File: src/rtl/player_anim_sequencer.sv
// Per-frame player sprite animation controller: picks the animation from input
// state, steps the frame index and decodes the sprite-ROM base address and size.
module player_anim_sequencer #(
    parameter logic [20:0] IDLE_BASE   = 21'd0,
    parameter logic [20:0] RUN_BASE    = 21'd2432,
    parameter logic [20:0] UP_BASE     = 21'd19104,
    parameter logic [20:0] JUMP_BASE   = 21'd21680,
    parameter logic [20:0] DEAD_BASE   = 21'd28080,
    parameter logic [20:0] LEFT_OFFSET = 21'd50620,
    parameter int          FRAME_HOLD  = 4,
    parameter int          RUN_FRAMES  = 5,
    parameter int          JUMP_FRAMES = 4,
    parameter int          DEAD_FRAMES = 5
) (
    input  logic        frame_Clk,
    input  logic        Reset,
    input  logic [3:0]  keycode,
    input  logic        onGround,
    input  logic        hit,
    input  logic        respawn,
    output logic [2:0]  animState,
    output logic [3:0]  frameIdx,
    output logic        facingLeft,
    output logic [20:0] spriteBase,
    output logic [9:0]  PlayerHeight,
    output logic [9:0]  PlayerWidth,
    output logic        deadDone
);

    typedef enum logic [2:0] {
        S_IDLE = 3'd0,
        S_RUN  = 3'd1,
        S_UP   = 3'd2,
        S_JUMP = 3'd3,
        S_DEAD = 3'd4
    } state_t;

    state_t      state, state_next;
    logic [3:0]  hold_cnt, hold_next;
    logic [3:0]  frame_next;
    logic        facing_next;
    logic        dead_done_next;
    logic        dead_latched, dead_latched_next;
    logic [20:0] base;
    logic [20:0] stride;

    assign animState = state;

    always_ff @(posedge frame_Clk) begin
        if (Reset) begin
            state        <= S_IDLE;
            frameIdx     <= 4'd0;
            hold_cnt     <= 4'd0;
            facingLeft   <= 1'b0;
            deadDone     <= 1'b0;
            dead_latched <= 1'b0;
        end else begin
            state        <= state_next;
            frameIdx     <= frame_next;
            hold_cnt     <= hold_next;
            facingLeft   <= facing_next;
            deadDone     <= dead_done_next;
            dead_latched <= dead_latched_next;
        end
    end

    always_comb begin
        state_next        = state;
        frame_next        = frameIdx;
        hold_next         = hold_cnt;
        facing_next       = facingLeft;
        dead_done_next    = 1'b0;
        dead_latched_next = dead_latched;

        if (state != S_DEAD) begin
            if (keycode == 4'd2)      facing_next = 1'b1;
            else if (keycode == 4'd3) facing_next = 1'b0;

            if (hit)                               state_next = S_DEAD;
            else if (!onGround || keycode == 4'd4) state_next = S_JUMP;
            else if (keycode == 4'd1)              state_next = S_UP;
            else if (keycode == 4'd2 || keycode == 4'd3) state_next = S_RUN;
            else                                   state_next = S_IDLE;
        end else if (respawn && dead_latched) begin
            // Death strip must have finished before respawn is honoured.
            state_next        = S_IDLE;
            dead_latched_next = 1'b0;
        end

        if (state_next != state) begin
            frame_next = 4'd0;
            hold_next  = 4'd0;
        end else if (hold_cnt == 4'(FRAME_HOLD - 1)) begin
            hold_next = 4'd0;
            case (state)
                S_RUN:  frame_next = (frameIdx == 4'(RUN_FRAMES - 1))  ? 4'd0 : frameIdx + 4'd1;
                S_JUMP: frame_next = (frameIdx == 4'(JUMP_FRAMES - 1)) ? 4'd0 : frameIdx + 4'd1;
                S_DEAD: begin
                    if (frameIdx != 4'(DEAD_FRAMES - 1)) begin
                        frame_next = frameIdx + 4'd1;
                    end else if (!dead_latched) begin
                        dead_done_next    = 1'b1;
                        dead_latched_next = 1'b1;
                    end
                end
                default: frame_next = 4'd0;
            endcase
        end else begin
            hold_next = hold_cnt + 4'd1;
        end
    end

    always_comb begin
        base         = IDLE_BASE;
        PlayerHeight = 10'd76;
        PlayerWidth  = 10'd32;
        case (state)
            S_RUN:  begin base = RUN_BASE;  PlayerHeight = 10'd76; PlayerWidth = 10'd32; end
            S_UP:   begin base = UP_BASE;   PlayerHeight = 10'd92; PlayerWidth = 10'd28; end
            S_JUMP: begin base = JUMP_BASE; PlayerHeight = 10'd40; PlayerWidth = 10'd40; end
            S_DEAD: begin base = DEAD_BASE; PlayerHeight = 10'd32; PlayerWidth = 10'd64; end
            default: ;
        endcase
    end

    // Each frame in a strip occupies W*H words; the mirrored bank sits above all strips.
    assign stride     = 21'(PlayerHeight) * 21'(PlayerWidth);
    assign spriteBase = base + 21'(frameIdx) * stride + (facingLeft ? LEFT_OFFSET : 21'd0);

endmodule

File: config.mk
export PLATFORM = sky130hd
export DESIGN_NAME = player_anim_sequencer
export DESIGN_NICKNAME = d
export VERILOG_FILES = /design/src/rtl/player_anim_sequencer.sv
export SDC_FILE = /design/constraint.sdc
export NUM_CORES = 1
export LEC_CHECK = 0
export BUFFER_PORTS_ARGS = -buffer_cell sky130_fd_sc_hd__clkbuf_2
export CAP_MARGIN = 15
export CORE_MARGIN = 2
export CORE_UTILIZATION = 63
export CTS_CLUSTER_DIAMETER = 150
export CTS_CLUSTER_SIZE = 25
export DETAILED_ROUTE_END_ITERATION = 8
export PLACE_DENSITY = 0.95
export SLEW_MARGIN = 20
export SYNTH_ARGS = -nofsm -noshare
export SYNTH_HDL_FRONTEND = slang
export SYNTH_SLANG_ARGS = --single-unit
export TNS_END_PERCENT = 20
File: constraint.sdc
create_clock -name frame_Clk -period 17 [get_ports frame_Clk]
set_input_delay 0.85 -clock frame_Clk [delete_from_list [all_inputs] [get_ports frame_Clk]]
set_output_delay 0.85 -clock frame_Clk [all_outputs]
set_load 0.1 [all_outputs]
==> summary.md <==
| Metric | Value |
|---|---|
| Worst slew pin tran | 4.07 ns |
| CP peak stage delay | 0.63 ns |
| Setup WS post-layout | 7.62 ns |
| # hold bufs at CTS | 0 |
| Total I/O pin count | 59 |
| Startpoint types | register |
| NumNets Final | 566 |
| Flop2flop setup slack | 14.52 ns |
| Antenna Cells | 0 |
| Crit path launch | animState[1]$_SDFF_PP0_ |
| Hold EP | hold_cnt[0]$_SDFF_PP0_ |
| Most frequent cells after synthesis | inv_1 (76), ha_1 (55), fa_1 (43) |
| Placed Instances | 524 |
| Pin count of the biggest net entering global routing | 17 |
| Row cnt | 26 |
| Setup violators final | 0 |
| Post-layout min period | 9.38 ns |
| Mapped Avg Cell Area | 8.42 um2 |
| Slew margin rel. | -175% |
| Design Area, Final | 3730 um2 |
| RR Endpoint | frameIdx[3]$_SDFFE_PP0P_ |
| Die area | 6050 um2 |
| Sink Count | 14 |
| Max Clock Freq | 107 MHz |
| Initial antenna violation count | 0 |
| Synth unique cells | 48 |
| TritonRoute pass-1 iters | 5 |
| Synth warn | 0 |
| Port Buffers | 43 |
| Worst Path Class, Setup | reg -> out |
| Power Total | 262 uW |
| Worst VDD drop | 56.6 uV |
| RSZ-0062 raised after global routing | no |
| Reg2Reg Depth | 7 |
| Later-pin clock latency in the skew report | 0.24 ns |
| Sequential element share of the synthesized area | 8.18% |
| Routed Antenna Nets | 0 |
| Vias | 2904 |
| Post-CTS setup buffers | 0 |
| WP data required | 16.15 ns |
| Final Hold Viols | 0 |
| CORE AREA | 5170 um2 |
| Detailed-route DRC error count | 0 |
| Post-route setup TNS | 0 ns |
| Grt ovf | 0 |
| GRT Total Usage | 23.8% |
| Reg2reg start | frameIdx[1]$_SDFFE_PP0P_ |
| Vias in the first global route | 2834 |
| Count leader, synth | inv_1 |
| Synth Instances | 407 |
| Top cells by area, synth | fa_1 (25%), ha_1 (20%), inv_1 (8.3%) |
| Setup WS pre-CTS | 7.93 ns |
| Syn-to-layout area delta | 8.72% |
| CTS tree | done |
| Fin util | 72.1% |
| Post-synth ARST share | 0% |
| Arrival time worst endpoint | 8.53 ns |
| Ratio of final minimum period to clock period | 55.2% |
| Routed wire length | 6.96 mm |
| Worst-case clock buffer depth | 2 |
| H-tree level count | 1 |
| Starting Density | 66.3% |
| Vias/cell | 5.50 |
| Post-cts resize count | 0 |
| Register bit total from synthesis | 14 |
| Slowest cell on the critical path | o41ai_1 |
| Hold path startpoint | hold_cnt[0]$_SDFF_PP0_ |
| Crit. End Element | primary output |
| Worst Hold Class | reg -> reg |
| Static leakage | 2.07 nW |
| Post-synth EDFFs | 0 |
| Global-route wire length before repair | 11.9 mm |
| RePlAce Congestion | 0.880 |
| Clock transition at path regs | 0.06 ns |
| Max-cap violations | 0 |
| WL per Instance | 13.2 um |
| Die Y | 77.8 um |
| Fin cells | 528 |
| Share of cells above drive strength 1 | 10.9% |
| Failing checks | max-slew violations |
| Post-Syn Area | 3430 um2 |
| Placed cell area | 3670 um2 |
| Hold depth | 1 |
| Hold Slack | 0.472 ns |
| Status | complete, but fails checks |
| Power Dens Cells | 70.2 nW/um2 |
| Crit Path Max Fanout | 16 |
| Top-area cell type share of the netlist area | 25.1% |
| CTS Buf Count | 3 |
| Dominant synthesized flop cell | dfxtp_1 |
| Hpwl dp | 5.92 mm |
| Biggest area consumer among synthesized cells | fa_1 |
| Most frequent cell on the critical path | fa_1 |
| Final number of max-transition violations | 1 |
| Clk_skew | 0.00416 ns |
| Die Wd | 77.8 um |
| Clk Tree Root Cell | clkbuf_8 |
| Iter 0 DRT Violations | 97 |
## area by class of cell
type                    instances  area [um2]
multi-input cells             321        2800
repair buffers                 43         215
clock buffers                   4        55.1
well taps                      70        87.6
flip-flops and latches         14         280
inverters                      76         285
fillers                       383        1450
## registers in the layout, indices dropped and copies added (netlist names)
| signal | flops |
|---|---|
| hold_cnt | 4 |
| animState | 3 |
| facingLeft | 1 |
| deadDone | 1 |
| frameIdx | 4 |
| dead_latched | 1 |
## worst max-delay path: cells and delay by family (launching register included)
kind | cells | cell delay (ns)
XOR/XNOR | 2 | 0.33
AND/OR/NAND/NOR | 3 | 1.09
adder cells (fa/ha/maj) | 9 | 3.89
buffers and inverters | 6 | 0.97
AO/OA/AOI/OAI | 5 | 1.43
flip-flops | 1 | 0.57
## worst max path at each step
stage / slack (ns) / endpoint / cells after the start
floorplan: 5.12 / spriteBase[16] / 25
global placement: 8.28 / spriteBase[16] / 25
detailed placement: 7.93 / spriteBase[16] / 25
CTS: 7.66 / spriteBase[16] / 25
global route: 7.16 / spriteBase[16] / 25
finish: 7.62 / spriteBase[16] / 25
## logic make-up (layout without fill, tap and decap cells)
logic type | Yosys count | after routing | share of synthesized area, %
simple gates | 108 | 108 | 16.1
buf+inv | 103 | 123 | 13.4
fa+ha+maj | 98 | 98 | 45.2
compound gates | 66 | 66 | 12.8
xor+xnor | 16 | 16 | 4.09
flops | 14 | 14 | 8.18
other cells | 2 | 33 | 0.219
## routing by layer
metal / vias up / global-route usage, % / wire, um
met5: - / 0 / 0
met4: 0 / 3.57 / 76
met3: 9 / 1.05 / 359
met2: 106 / 45.1 / 3640
met1: 1411 / 30.5 / 2890
li1: 1378 / - / -
## placed cells by master (no fill, tap or decap), types with 2 or more instances in the layout
cell and count:
inv_1 76, ha_1 55, fa_1 43, clkbuf_2 43, conb_1 33, nor2_1 28, nand2_1 25, a21oi_1 18
and2_1 17, dfxtp_1 14, xnor2_1 11, o21ai_0 11, a21o_1 8, nand3_1 7, nand2b_1 6, o21a_1 6
xor2_1 5, and3b_1 4, nor3_1 4, clkbuf_8 4, nor2b_1 3, a211oi_1 3, a31oi_1 3, and3_1 2
or3b_1 2, a221oi_1 2, o21bai_1 2, o41ai_1 2, nand3b_1 2, or4_1 2, nor4_1 2
## where the power goes
| part | internal [mW] | switching, mW |
|---|---|---|
| Sequential | 0.0336 | 0.00193 |
| Clock | 0.0205 | 0.0121 |
| Combinational | 0.0426 | 0.151 |
(Power assumes the default switching activity.)
